===== src/rtl/instruction_fetch_pkg.sv =====
// Shared cpu definitions: opcode constants, fetch FSM encoding and instruction length decode.
package instruction_fetch_pkg;

    localparam logic [3:0] OP_LOAD = 4'b1001;
    localparam logic [3:0] OP_SUB  = 4'b0010;
    localparam logic [7:0] OP_HLT  = 8'b11110000;

    typedef enum logic [1:0] {
        StFetchOp,
        StFetchImm,
        StHold,
        StHalted
    } fetch_state_e;

    // LOAD immediate is the only instruction carrying a second byte.
    function automatic logic is_two_byte(input logic [7:0] opcode);
        return opcode[7:4] == OP_LOAD;
    endfunction

endpackage


===== src/rtl/instruction_fetch.sv =====
// Byte-serial instruction fetch: gathers one- or two-byte instructions from a combinational
// memory and presents them on a valid/ready interface, with redirect and halt support.
module instruction_fetch
    import instruction_fetch_pkg::*;
#(
    parameter logic [7:0] RESET_PC = 8'h00
) (
    input  logic       clk,
    input  logic       rst,
    output logic [7:0] imem_addr,
    input  logic [7:0] imem_data,
    output logic       instr_valid,
    input  logic       instr_ready,
    output logic [7:0] instr_opcode,
    output logic [7:0] instr_imm,
    output logic [7:0] instr_pc,
    output logic       instr_len2,
    input  logic       redirect_valid,
    input  logic [7:0] redirect_addr,
    output logic       halted
);

    fetch_state_e state_q;
    logic [7:0]   pc_q;
    logic [7:0]   opcode_q;
    logic [7:0]   imm_q;
    logic [7:0]   ipc_q;
    logic         len2_q;
    logic         valid_q;
    logic         halted_q;

    always_ff @(posedge clk) begin
        if (rst) begin
            state_q  <= StFetchOp;
            pc_q     <= RESET_PC;
            opcode_q <= 8'h00;
            imm_q    <= 8'h00;
            ipc_q    <= 8'h00;
            len2_q   <= 1'b0;
            valid_q  <= 1'b0;
            halted_q <= 1'b0;
        end else begin
            unique case (state_q)
                StFetchOp: begin
                    if (redirect_valid) begin
                        pc_q <= redirect_addr;
                    end else begin
                        opcode_q <= imem_data;
                        ipc_q    <= pc_q;
                        pc_q     <= pc_q + 8'd1;
                        len2_q   <= is_two_byte(imem_data);
                        if (is_two_byte(imem_data)) begin
                            state_q <= StFetchImm;
                        end else begin
                            imm_q   <= 8'h00;
                            valid_q <= 1'b1;
                            state_q <= StHold;
                        end
                    end
                end
                StFetchImm: begin
                    if (redirect_valid) begin
                        pc_q    <= redirect_addr;
                        state_q <= StFetchOp;
                    end else begin
                        imm_q   <= imem_data;
                        pc_q    <= pc_q + 8'd1;
                        valid_q <= 1'b1;
                        state_q <= StHold;
                    end
                end
                StHold: begin
                    // The handshake wins: the held instruction is consumed before any redirect.
                    if (instr_ready) begin
                        valid_q <= 1'b0;
                        if (opcode_q == OP_HLT) begin
                            halted_q <= 1'b1;
                            state_q  <= StHalted;
                        end else begin
                            state_q <= StFetchOp;
                            if (redirect_valid) begin
                                pc_q <= redirect_addr;
                            end
                        end
                    end else if (redirect_valid) begin
                        valid_q <= 1'b0;
                        pc_q    <= redirect_addr;
                        state_q <= StFetchOp;
                    end
                end
                StHalted: begin
                    state_q <= StHalted;
                end
                default: state_q <= StFetchOp;
            endcase
        end
    end

    assign imem_addr    = pc_q;
    assign instr_valid  = valid_q;
    assign instr_opcode = opcode_q;
    assign instr_imm    = imm_q;
    assign instr_pc     = ipc_q;
    assign instr_len2   = len2_q;
    assign halted       = halted_q;

endmodule

===== config.mk =====
export PLATFORM = sky130hd
export DESIGN_NAME = instruction_fetch
export DESIGN_NICKNAME = d
export VERILOG_FILES = /design/src/rtl/instruction_fetch_pkg.sv /design/src/rtl/instruction_fetch.sv
export SDC_FILE = /design/constraint.sdc
export NUM_CORES = 1
export LEC_CHECK = 0
export CORE_ASPECT_RATIO = 1.1
export CORE_MARGIN = 2
export CORE_UTILIZATION = 30
export CTS_CLUSTER_SIZE = 14
export DETAILED_ROUTE_END_ITERATION = 8
export SYNTH_ARGS = -nofsm -noshare
export SYNTH_HDL_FRONTEND = slang
export SYNTH_SLANG_ARGS = --single-unit

===== constraint.sdc =====
create_clock -name clk -period 1.3 [get_ports clk]
set_input_delay 0.26 -clock clk [delete_from_list [all_inputs] [get_ports clk]]
set_output_delay 0.26 -clock clk [all_outputs]
set_load 0.05 [all_outputs]

==> results.toml <==
[detailed_routing]
via_count = 1950
routed_via_density = 5.09
wl_met1_mm = 2.41
drtAntennaViolNets = 0
drc = 0
wirelength_mm = 6.07
top_layer = "met4"
dr_wl_met3_um = 197
first_pass_iters = 4
dr.first_iter.drc_count = 108
met2_length_mm = 3.33
wl_per_cell_um = 15.8

[synth]
ys_seq_area_share_pct = 43.4
synthCells = 208
syn_nets = 229
ys_top_cells_by_area = "dfxtp_1 43%, nand2_1 11%, a21oi_1 10%"
synth_cell_type_count = 42
synthFlopType = "dfxtp_1"
synth_edf_count = 0
async_flop_share_pct = 0
syn_area_um2 = 1710
synth_top_area_share_pct = 43.4
ys_seq_elements = 37
yosysWarningCount = 0
avgSynthCellArea_um2 = 8.20
synth_area_leader_cell = "dfxtp_1"

[cells_and_area]
final_common_cell = "buf_4"
layout_common_cells = "37 x buf_4, 36 x buf_12, 33 x nand2_1"
syn2layout_area_growth_pct = 106
layout-drive-gt1-share_pct = 56.2
n_antenna_cell = 0
utilization_pct = 64.8
final.fill_count = 412
design_area_um2 = 3520
nNetsFinal = 328

[timing]
rsz0062_at_grt = "true"
fin_tns_setup_ns = -1.23
maxSlewViolCount = 0
fin_hold_ws_ns = 0.385
fmax_mhz = 727
hold_viol = 0
worstMarginPinSlew_ns = 0.317
setup_ws_ns = -0.0756
setup_violations = 28
skew_ns = 0.0101
period_share_pct = 106
relSlewSlack_pct = 78.8
min_period_ns = 1.38

[cts]
h-tree-depth = 2
cts_root_buffer = "clkbuf_8"
cts_tree = "done"
cts_buffers = 5
insertion_delay_ns = 0.30
cts_buffer_depth = 2
clkTransAtPathRegs_ns = 0.08
clkSinkCount = 37

[power]
fin_total_pwr_mw = 3.67
power_leakage_nw = 1.38
power_density_nw_per_um2 = 1040
peakVddDrop_mv = 0.747

[placed_design]
placed_area_um2 = 2970
gp_congestion = 0.884
portBuffers = 54
hpwl_mm = 3.86

[critical_path]
start_kind = "flip-flop"
rrSetupSlack_ns = -0.08
crit_arrival_ns = 1.56
crit_path_end = "instr_opcode[0]"
crit_required_ns = 1.48
crit_start = "state_q[0]"
reg2reg_depth = 6
crit_path_end_kind = "flip-flop"
crit_type = "flip-flop to flip-flop"
reg2reg_to = "instr_opcode[0]"
r2r_start = "state_q[0]"
crit_fanout = 8

[die]
die_h_um = 83.1
io_pins = 55
die_w_um = 75.9
die-area_um2 = 6300
core_um2 = 5430
row_count = 28
initial_core_util_pct = 31.4

[global_route]
grt_pass1_vias = 1887
grt_max_degree = 20
antenna_found_initial = 0
grt_pass1_wl_mm = 9.16
grt.total_usage_pct = 18.8
grt-ovfl-total = 0

[run_status]
violations = "negative setup slack"
outcome = "finished with violations"

[hold_path]
min_path_type = "input port to flip-flop"
hold_start = "imem_data[4]"

[run]
drv_cap = 0
state kept, by name, indices dropped and copies added, names as in the netlist:
name and cells:
instr_pc 8, state_q 2, instr_imm 8, instr_len2 1, halted 1, imem_addr 8, instr_valid 1, instr_opcode 8
final cells by class:
type	instances	area, µm²	share of cell area [%]
Clock buffer	6	82.6	2.35
Timing Repair Buffer	103	1320	37.4
Tap cell	75	93.8	2.67
Clock inverter	2	36.3	1.03
Sequential cell	37	777	22.1
Multi-Input combinational cell	152	1180	33.6
Inverter	8	30.0	0.853
routing by layer:
layer,vias to the layer above,global-route usage (%)
met5,-,0
met1,935,23.7
met3,13,4.13
met4,0,6.22
li1,947,-
met2,55,30.8
worst min path at each step:
stage	to	slack [ns]	cells past startpoint
6_report	instr_opcode[4]	0.38	4
3_5_place_dp	instr_imm[7]	0.48	2
4_1_cts	instr_opcode[6]	0.47	4
3_3_place_gp	halted	0.47	2
2_1_floorplan	instr_opcode[1]	0.39	2
5_1_grt	instr_opcode[4]	0.39	4
kinds of logic after synthesis:
logic type               share of synthesized area (%)
flip-flops                                        43.4
buffers and inverters                             5.80
AND/OR/NAND/NOR                                   24.1
multiplexers                                     0.587
adder cells (fa/ha/maj)                          0.734
AO/OA/AOI/OAI                                     25.3
worst max-delay path, cell delays in order (launching register included):
cell	delay (ns)
dfxtp_2	0.32
buf_6	0.12
buf_6	0.12
or3_4	0.41
buf_12	0.18
nand2_2	0.06
a21oi_1	0.05
repair_timing:
item | in CTS | in global routing
hold buffers | 0 | 0
setup buffers | 2 | 6
pin swaps | 14 | 33
cloned | 2 | 1
resized for setup | 27 | 69
endpoints found under the setup margin | 37 | 37
where the power goes:
group	leakage [nW]	switching (mW)	internal (mW)
clock	0.0617	0.443	0.626
combinational	1.01	0.659	0.630
sequential	0.310	0.102	1.21
stage by stage:
| step | std cells | setup slack (ns) |
|---|---|---|
| final | 383 | -0.0756 |
| after global routing | 383 | -0.134 |
| after CTS | 378 | -0.0310 |
| after detailed placement | 366 | -0.417 |
| after global placement | 366 | -0.403 |
| after floorplan | 208 | -0.0395 |
cell usage after synthesis, types with 2 or more instances:
library cell / n
o32ai_1: 4
o21ai_0: 4
nand2_1: 50
inv_1: 8
dfxtp_1: 37
clkbuf_1: 7
nor3_1: 3
o31ai_1: 2
buf_2: 4
o21a_1: 4
buf_6: 2
nor2b_1: 2
a21oi_1: 34
nand3_1: 12
a211o_1: 2
nor2_1: 6
nor4_1: 2
(Power assumes the default switching activity.)
